`src/rtl/binary_sub_serial.sv`:
```
// binary_sub_serial: bit-serial two's-complement subtractor, D = A - B.
// Computes A + ~B + 1 LSB-first, one bit per enabled clock. The inverted
// subtrahend is captured at start and the carry is seeded with 1, so the
// serial adder core is identical to the one in the registered adder.
// start/busy/done handshake; D, borrow and ovf hold until the next capture.
module binary_sub_serial #(
  parameter int WIDTH = 5
) (
  input  logic             clk,
  input  logic             rst,
  input  logic             en,
  input  logic             start,
  input  logic [WIDTH-1:0] A,
  input  logic [WIDTH-1:0] B,
  output logic             busy,
  output logic             done,
  output logic [WIDTH-1:0] D,
  output logic             borrow,
  output logic             ovf
);

  localparam int CNT_W = $clog2(WIDTH + 1);
  localparam int IDX_W = $clog2(WIDTH);
  localparam logic [CNT_W-1:0] LAST = CNT_W'(WIDTH - 1);

  typedef enum logic [1:0] {
    S_IDLE  = 2'd0,
    S_SHIFT = 2'd1,
    S_DONE  = 2'd2
  } state_t;

  state_t           state, state_nxt;

  // Datapath state. nb_q holds ~B so SHIFT is a plain full-adder step.
  logic [WIDTH-1:0] a_q;
  logic [WIDTH-1:0] nb_q;
  logic [WIDTH-1:0] d_q;
  logic             carry_q;
  logic             borrow_q;
  logic             ovf_q;
  logic [CNT_W-1:0] cnt_q;

  logic [IDX_W-1:0] idx;
  logic             a_bit, nb_bit;
  logic             sum_bit, carry_nxt;
  logic             last_bit;
  logic             accept;

  // A start is only sampled outside SHIFT; in SHIFT it is dropped, not queued.
  assign accept   = start && (state != S_SHIFT);
  assign last_bit = (cnt_q == LAST);
  assign idx      = cnt_q[IDX_W-1:0];
  assign a_bit    = a_q[idx];
  assign nb_bit   = nb_q[idx];

  // One full-adder slice of A + ~B + carry for the current bit position.
  always_comb begin
    sum_bit   = a_bit ^ nb_bit ^ carry_q;
    carry_nxt = (a_bit & nb_bit) | (a_bit & carry_q) | (nb_bit & carry_q);
  end

  // State register: reset wins, en=0 stalls.
  always_ff @(posedge clk) begin
    if (rst)     state <= S_IDLE;
    else if (en) state <= state_nxt;
  end

  // Next-state: start in DONE restarts immediately rather than passing IDLE.
  always_comb begin
    state_nxt = state;
    case (state)
      S_IDLE:  if (start) state_nxt = S_SHIFT;
      S_SHIFT: if (last_bit) state_nxt = S_DONE;
      S_DONE:  state_nxt = start ? S_SHIFT : S_IDLE;
      default: state_nxt = S_IDLE;
    endcase
  end

  // Handshake outputs are pure state decodes.
  always_comb begin
    busy = (state == S_SHIFT);
    done = (state == S_DONE);
  end

  // Datapath: capture on accepted start, one result bit per SHIFT cycle.
  // D is not cleared on capture; it only becomes meaningful once done rises.
  always_ff @(posedge clk) begin
    if (rst) begin
      a_q      <= '0;
      nb_q     <= '0;
      d_q      <= '0;
      carry_q  <= 1'b0;
      borrow_q <= 1'b0;
      ovf_q    <= 1'b0;
      cnt_q    <= '0;
    end else if (en) begin
      if (accept) begin
        a_q     <= A;
        nb_q    <= ~B;
        carry_q <= 1'b1;
        cnt_q   <= '0;
      end else if (state == S_SHIFT) begin
        d_q[idx] <= sum_bit;
        carry_q  <= carry_nxt;
        cnt_q    <= cnt_q + 1'b1;
        if (last_bit) begin
          // Final carry set means no borrow was needed.
          borrow_q <= ~carry_nxt;
          // Operand signs differ (A MSB equals ~B MSB) and result sign
          // disagrees with the minuend.
          ovf_q    <= (a_bit == nb_bit) && (sum_bit != a_bit);
        end
      end
    end
  end

  assign D      = d_q;
  assign borrow = borrow_q;
  assign ovf    = ovf_q;

endmodule

```
`config.mk`:
```
export PLATFORM = sky130hd
export DESIGN_NAME = binary_sub_serial
export DESIGN_NICKNAME = d
export VERILOG_FILES = /design/src/rtl/binary_sub_serial.sv
export SDC_FILE = /design/constraint.sdc
export NUM_CORES = 1
export LEC_CHECK = 0
export CAP_MARGIN = 30
export CORE_ASPECT_RATIO = 0.75
export CORE_MARGIN = 5
export CORE_UTILIZATION = 50
export DETAILED_ROUTE_END_ITERATION = 16
export GPL_TIMING_DRIVEN = 1
export PLACE_DENSITY = 0.78
export SYNTH_ARGS = -nofsm -noshare
export SYNTH_HDL_FRONTEND = slang
export SYNTH_SLANG_ARGS = --single-unit
```
`constraint.sdc`:
```
create_clock -name clk -period 4.2 [get_ports clk]
set_clock_uncertainty 0.2 [all_clocks]
set_input_delay 0.63 -clock clk [delete_from_list [all_inputs] [get_ports clk]]
set_output_delay 0.63 -clock clk [all_outputs]
set_load 0.005 [all_outputs]
```
# Word-level counts from Yosys, hierarchy flattened
# Cells that the tools add are included.
[word_totals]
regBits = 23
inputBits = 14
wordCells = 54
[op_classes]
addsub = 1
magnitude_cmp = 2
n_eq_ne = 8
n_mux = 15
n_bitwise = 10
n_reduce_logical = 10
[ops]
columns = ["op", "count"]
rows = [
  ["$bmux W1 S3", 2],
  ["$mux W1", 6],
  ["$mux W3", 2],
  ["$pmux W2 S3", 1],
  ["$reduce_and A3 Y1", 2],
  ["$bwmux W5", 1],
  ["$not A5 Y5", 1],
  ["$lt A3 B4 Y1 const B", 1],
  ["$mux W2", 2],
  ["$ne A2 B1 Y1 const B", 2],
  ["$reduce_and A2 Y1", 2],
  ["$reduce_and A4 Y1", 1],
  ["$add A3 B1 Y3 const B", 1],
  ["$and A1 B1 Y1", 3],
  ["$demux W1 S3", 1],
  ["$eq A3 B3 Y1 const B", 1],
  ["$ge A3 B1 Y1 const B", 1],
  ["$logic_and A1 B1 Y1", 3],
  ["$eq A2 B1 Y1 const B", 1],
  ["$eq A2 B2 Y1 const B", 1],
  ["$logic_not A2 Y1", 1],
  ["$ne A2 B2 Y1 const B", 1],
  ["$not A1 Y1", 2],
  ["$or A1 B1 Y1", 2],
  ["other kinds (4)", 5],
]

# Longest topological paths before layout
# Gate-level depths: netlist (run 1).
[logic_depth]
word_depth = 7
mapped_depth = 9
depth_no_buf = 8

# Worst setup path after synthesis (run 1)
# Ideal clock, no wire load.
[synth_path]
path_type = "reg2reg"
start = "register cnt_q[2]"
end = "register ovf_q (netlist: ovf)"
t_arrival_ns = 2.254
required_time_ns = 3.938
slack_ns = 1.684
path_stages_with_launch = 9
path_buffers = 1
synth_period_minus_slack_ns = 2.516
path_cell_list = "dfxtp_1 -> clkbuf_1 -> nor2b_1 -> a22oi_1 -> o22ai_1 -> fa_1 -> or3_1 -> a211oi_1 -> nand3b_1"
[synth_between]
elab_chain_cells = 6
[synth_rtl]
columns = ["element", "line_no", "source"]
rows = [
  ["start, declared", "41", "logic [CNT_W-1:0] cnt_q;"],
  ["start signal, assigned", "105", "cnt_q <= cnt_q + 1'b1;"],
  ["$bmux W1 S3, on equally long branches", "53, 54", ""],
  ["$mux W1, on equally long branches", "53, 54", ""],
  ["$xor A1 B1 Y1 * (2 in a row)", "58", "sum_bit = a_bit ^ nb_bit ^ carry_q;"],
  ["net sum_bit", "45", "logic sum_bit, carry_nxt;"],
  ["$ne A1 B1 Y1 *", "111", "ovf_q <= (a_bit == nb_bit) && (sum_bit != a_bit);"],
  ["$logic_and A1 B1 Y1 *", "111", ""],
  ["end signal, assigned", "111", ""],
  ["end, declared", "40", "logic ovf_q;"],
]
# Mark *: on every way through the listed nets, which the timed path passes. The rest lies on a longest branch. The select of a mux whose other input is x is not followed.
# A chain may end at the register's enable or synchronous reset.

# Worst setup path after layout (run 1)
# Ends and elaborated chain as after synthesis.

==> results of run 1 <==
power breakdown:
group | leakage [nW] | switching, mW | internal [mW] | total (mW)
Clock | 0.0150 | 0.0629 | 0.0372 | 0.100
Sequential | 0.187 | 0.00574 | 0.226 | 0.232
Combinational | 0.289 | 0.0287 | 0.0280 | 0.0566
placed cells by master, fill, tap and decap left out, types with 2 or more instances in the layout:
cell	Yosys	layout
dfxtp_1	23	23
clkdlybuf4s50_1	0	22
nor2_1	14	14
nand2_1	13	13
a21oi_1	11	11
nand3_1	6	6
mux2i_1	6	6
a211oi_1	6	6
o21ai_0	5	5
nor2b_1	4	4
inv_1	4	4
a22oi_1	3	3
ha_1	3	3
clkbuf_4	0	3
nand3b_1	2	2
metrics by stage:
step	std cells	hold slack [ns]	total power [mW]
2_1_floorplan	126	0.2501	0.2707
3_5_place_dp	164	0.2497	0.2929
3_3_place_gp	164	0.2498	0.2910
5_1_grt	168	0.3137	0.4091
4_1_cts	168	0.2705	0.3934
6_report	168	0.2668	0.3885
per-layer routing:
layer / up-vias / GRT usage, %
li1: 480 / -
met1: 440 / 19.65
met5: - / 0
met4: 0 / 4.152
met3: 4 / 6.473
met2: 32 / 22.24
worst register-to-register path, cell delays in order, from the launching register on:
cell and delay [ns]:
dfxtp_1 0.55, mux2_2 0.39, nand3_1 0.13, nand2_1 0.11, fa_1 0.59, or3_1 0.41, a211oi_1 0.19, nand3b_1 0.13
cells by family (layout without fill, tap and decap cells):
| group | Yosys count | count (layout) | synth area share (%) |
|---|---|---|---|
| buffers and inverters | 12 | 30 | 5.256 |
| adder cells (fa/ha/maj) | 4 | 4 | 5.258 |
| AND/OR/NAND/NOR | 47 | 47 | 21.60 |
| multiplexers | 7 | 7 | 6.514 |
| AO/OA/AOI/OAI | 33 | 33 | 19.31 |
| flip-flops | 23 | 23 | 42.06 |
worst max path at each step:
stage	start	endpoint	slack, ns	depth (start not counted)
final	cnt_q[2]	ovf	1.45	7
after global routing	cnt_q[1]	ovf	1.26	7
after CTS	cnt_q[2]	ovf	1.46	7
after detailed placement	cnt_q[2]	ovf	1.50	7
after global placement	cnt_q[2]	ovf	1.62	7
after floorplan	cnt_q[2]	ovf	1.68	8
cell type report:
type | instances | area share [%]
Clock buffer | 4 | 1.977
Inverter | 4 | 1.130
Multi-Input combinational cell | 91 | 43.41
Sequential cell | 23 | 34.65
Tap cell | 24 | 2.260
Timing Repair Buffer | 22 | 16.57
state kept, by name, summed over array words and instances, names as in the netlist:
name,cells
ovf,1
state,2
carry_q,1
borrow,1
cnt_q,3
a_q,5
D,5
nb_q,5
==> impl_metrics.ini, run 1 <==
[critical_path]
timing.rr.start = cnt_q[2]
worstSetupStartpointType = register
reg2reg_depth = 7
critPathSlowestCell = fa_1
cp.buffers_inverters = 0
reg2reg_to = ovf
path_class = reg2reg
ff2ff_setup_slack_ns = 1.45
crit_fanout = 11
crit_path_end_kind = register
crit_family = simple AND/OR/NAND/NOR gates
required_ns = 4.27
worst-endpoint-arrival_ns = 2.82
path_cells = mux2_2 -> nand3_1 -> nand2_1 -> fa_1 -> or3_1 -> a211oi_1 -> nand3b_1
cp_slowest_stage_delay_ns = 0.59

[placement]
post-place-ws_ns = 1.499
portBuffers = 22
placed_area_mm2 = 0.001303
dpl.hpwl_um = 1632
place_congestion = 0.8549

[final_layout]
num-fill-cells = 180
area_delta_synth_final_pct = 21.37
final_area_mm2 = 0.001329
fin_util_pct = 64.84
drive_gt1_share_pct = 4.861
antenna_cells = 0
fin_nets = 163
regArea_um2 = 460.4
multi_input_area_um2 = 576.8

[floorplanning]
fp.dieH_um = 50.53
initial_core_util_pct = 53.42
std_cell_rows = 14
die_w_um = 64.03
io-pin-count = 23
core_mm2 = 0.002049
die_area_mm2 = 0.003235

[grt]
antenna_found_initial = 0
gr-total-overflow = 0
grt_pass1_wl_um = 3884
grt_pass1_vias = 861
grt_max_degree = 26
grtUsageTotal_pct = 14.93

[clocking]
tritoncts = built
post-cts-setup-buffers = 0
path_clk_slew_ns = 0.12
cts_max_level = 1
numCtsBuffers = 3
clk_latency_ns = 0.31
cts_sinks = 23
cts_buffer_depth = 2
cts_root_buf = clkbuf_4
cts_resized = 0
ctsHoldBuffers = 0

[drt]
wire_per_inst_um = 13.30
drtIter0Drc = 44
drt-pass1-iter-count = 4
via_count = 956
top_layer_used = met4
wl_met1_um = 1054
ant_nets = 0
drc = 0
wl_um = 2235
met2_wirelength_um = 985
viasPerCell = 5.690
dr_wl_met3_um = 170

[flow_run]
maxCapViolCount = 0

[synth]
synth.distinct_cells = 34
async_flop_share_pct = 0
synth_ff_type = dfxtp_1
synth.most_common_cell = dfxtp_1
yosys-top-cells-area = dfxtp_1 (42%), mux2i_1 (5.5%), a21oi_1 (5.0%)
synth_nets = 144
synth_top_cell_by_area = dfxtp_1
synth_edf_count = 0
netlist_area_mm2 = 0.001095
syn_avg_cell_area_um2 = 8.689
synth_common_cells = dfxtp_1 (23), nor2_1 (14), nand2_1 (13)
ys_warn_count = 0
netlist_instances = 126
yosysTopAreaCellShare_pct = 42.06
ys_ff_latch = 23
yosysSeqAreaShare_pct = 42.06

[sta]
period_minus_slack_ns = 2.751
setup_slack_ns = 1.449
tightestPinTransition_ns = 0.8834
rsz0062_at_grt = false
setup_violations = 0
finalCritPeriodShare_pct = 65.51
tns_ns = 0
maxSlewHeadroom_pct = 40.92
hold_viol = 0
fmaxAchievable_ghz = 0.3635
final-max-slew-violation-count = 0

[min_path]
worstHoldPathCells = 2
hold_end = D[2]
hp-start = D[2]
hold_class = reg2reg

[power]
power_density_mw_per_mm2 = 292.4
p_leak_nw = 0.4909
ir_drop_mv = 0.2676

[status]
status = complete, no violations
(Power assumes the default switching activity.)
==> inputs of run 2 (changes only) <==
CORE_UTILIZATION = 49   (was 50)
PLACE_DENSITY = 0.77   (was 0.78)
clock period = 2.7 ns   (was 4.2 ns; I/O delays follow)
==> run 2 against run 1 <==
  * Final area grew 3.4%
  * Non-clock buffer count grew 4
  * Die area grew 1.7%
  * Sequential power grew 56%
  * Combinational power grew 77%
  * Register-to-register slack lost 1.3 ns
  * Fmax grew 8.1%
  * Critical path depth is the same
  * Count of clock-buffer cells in the layout shrank 1
  * Hold slack gained 0.0067 ns
==> impl_metrics.ini, run 2 (synthesis gave the netlist of run 1 again) <==
[clocking]
tritoncts = built
cts_sinks = 23
cts_root_buf = clkbuf_4
clk_latency_ns = 0.32
numCtsBuffers = 3
post-cts-setup-buffers = 0
cts_buffer_depth = 2
path_clk_slew_ns = 0.14
cts_max_level = 1

[critical_path]
worstSetupStartpointType = register
crit_family = simple AND/OR/NAND/NOR gates
cp_slowest_stage_delay_ns = 0.54
worst-endpoint-arrival_ns = 2.61
required_ns = 2.76
path_cells = mux2_2 -> nand3_1 -> nand2_1 -> fa_1 -> or3_1 -> a211oi_1 -> nand3b_1
path_class = reg2reg
crit_path_end_kind = register
crit_fanout = 11
cp.buffers_inverters = 0
critPathSlowestCell = fa_1

[floorplanning]
initial_core_util_pct = 52.97
std_cell_rows = 14
die_area_mm2 = 0.003289
io-pin-count = 23
core_mm2 = 0.002067
die_w_um = 64.58
fp.dieH_um = 50.94

[status]
status = complete, no violations

[sta]
hold_viol = 0
whs_ns = 0.2735
final-max-slew-violation-count = 0
finalCritPeriodShare_pct = 94.26
tightestPinTransition_ns = 0.3426
rsz0062_at_grt = false
setup_slack_ns = 0.1550
setup_violations = 0
fmaxAchievable_ghz = 0.3929
maxSlewHeadroom_pct = 77.01
period_minus_slack_ns = 2.545
tns_ns = 0

[placement]
portBuffers = 22
dpl.hpwl_um = 1818
post-place-ws_ns = 0.03685
place_congestion = 0.9068

[grt]
gr-total-overflow = 0
grt_max_degree = 25
grtUsageTotal_pct = 15.82
grt_pass1_vias = 935
antenna_found_initial = 0
grt_pass1_wl_um = 4133

[drt]
wl_met1_um = 1116
drt-pass1-iter-count = 4
top_layer_used = met4
ant_nets = 0
drc = 0
dr_wl_met3_um = 208
via_count = 967
viasPerCell = 5.622
drtIter0Drc = 62
wire_per_inst_um = 14.55
met2_wirelength_um = 1115
wl_um = 2502

[min_path]
hold_class = reg2reg

[power]
power.total_mw = 0.6268
p_leak_nw = 0.5138
power_density_mw_per_mm2 = 456.3
ir_drop_mv = 0.3463

[final_layout]
num-fill-cells = 197
final_cell_mix = clkdlybuf4s50_1 (22), dfxtp_1 (21), nor2_1 (14)
layout_commonest_cell = clkdlybuf4s50_1
antenna_cells = 0
area_delta_synth_final_pct = 25.49
drive_gt1_share_pct = 10.81
fin_nets = 167

[flow_run]
maxCapViolCount = 0
run 2: metal layers:
metal	track usage, %	vias up
met4	4.211	0
met2	24.83	44
met5	0	-
li1	-	485
met3	6.579	8
met1	20.19	430
run 2: repair_timing:
action | CTS | global route
hold buffers | 0 | 0
endpoints found under the setup margin | 1 | 1
endpoints found under the hold margin | 0 | 0
gates resized for setup | 1 | 3
run 2: final timing paths:
check             slack, ns  cells after the start      from  endpoint
setup / recovery       0.16                      7  cnt_q[2]       ovf
hold reg to reg        0.27                      2      D[2]      D[2]
setup reg to reg       0.16                      7  cnt_q[2]       ovf
hold / removal         0.27                      2      D[2]      D[2]
run 2: per-stage QoR:
| step | instance area, µm² | cells | util, % |
|---|---|---|---|
| 2_1_floorplan | 1095 | 126 | - |
| 3_3_place_gp | 1333 | 168 | 64.47 |
| 3_5_place_dp | 1333 | 168 | 64.47 |
| 4_1_cts | 1365 | 172 | 66.04 |
| 5_1_grt | 1374 | 172 | 66.46 |
| 6_report | 1374 | 172 | 66.46 |
run 2: final cells by class:
cell class	instances	area [µm²]	area share, %
clock buffer	3	22.52	1.639
clock inverter	1	7.507	0.5464
inverter	4	15.01	1.093
multi-input combinational	91	585.6	42.62
sequential	23	462.9	33.70
tap	24	30.03	2.186
timing repair buffer	26	250.2	18.21
run 2: tightest hold or removal path, cell delays in order, from the launching register on:
cell and delay (ns):
dfxtp_1 0.34, nand2_1 0.05, a21oi_1 0.05
run 2: report_power, final:
group	internal, mW	switching, mW	total (mW)
clock network	0.0567	0.109	0.166
registers	0.352	0.00926	0.361
logic	0.0505	0.0494	0.0999
total	0.459	0.168	0.627
==> inputs of run 3 (changes only) <==
CAP_MARGIN = unset   (was 30)
==> results of run 3 <==
Same layout as run 2: the final DEF is identical, and so are final timing and power.
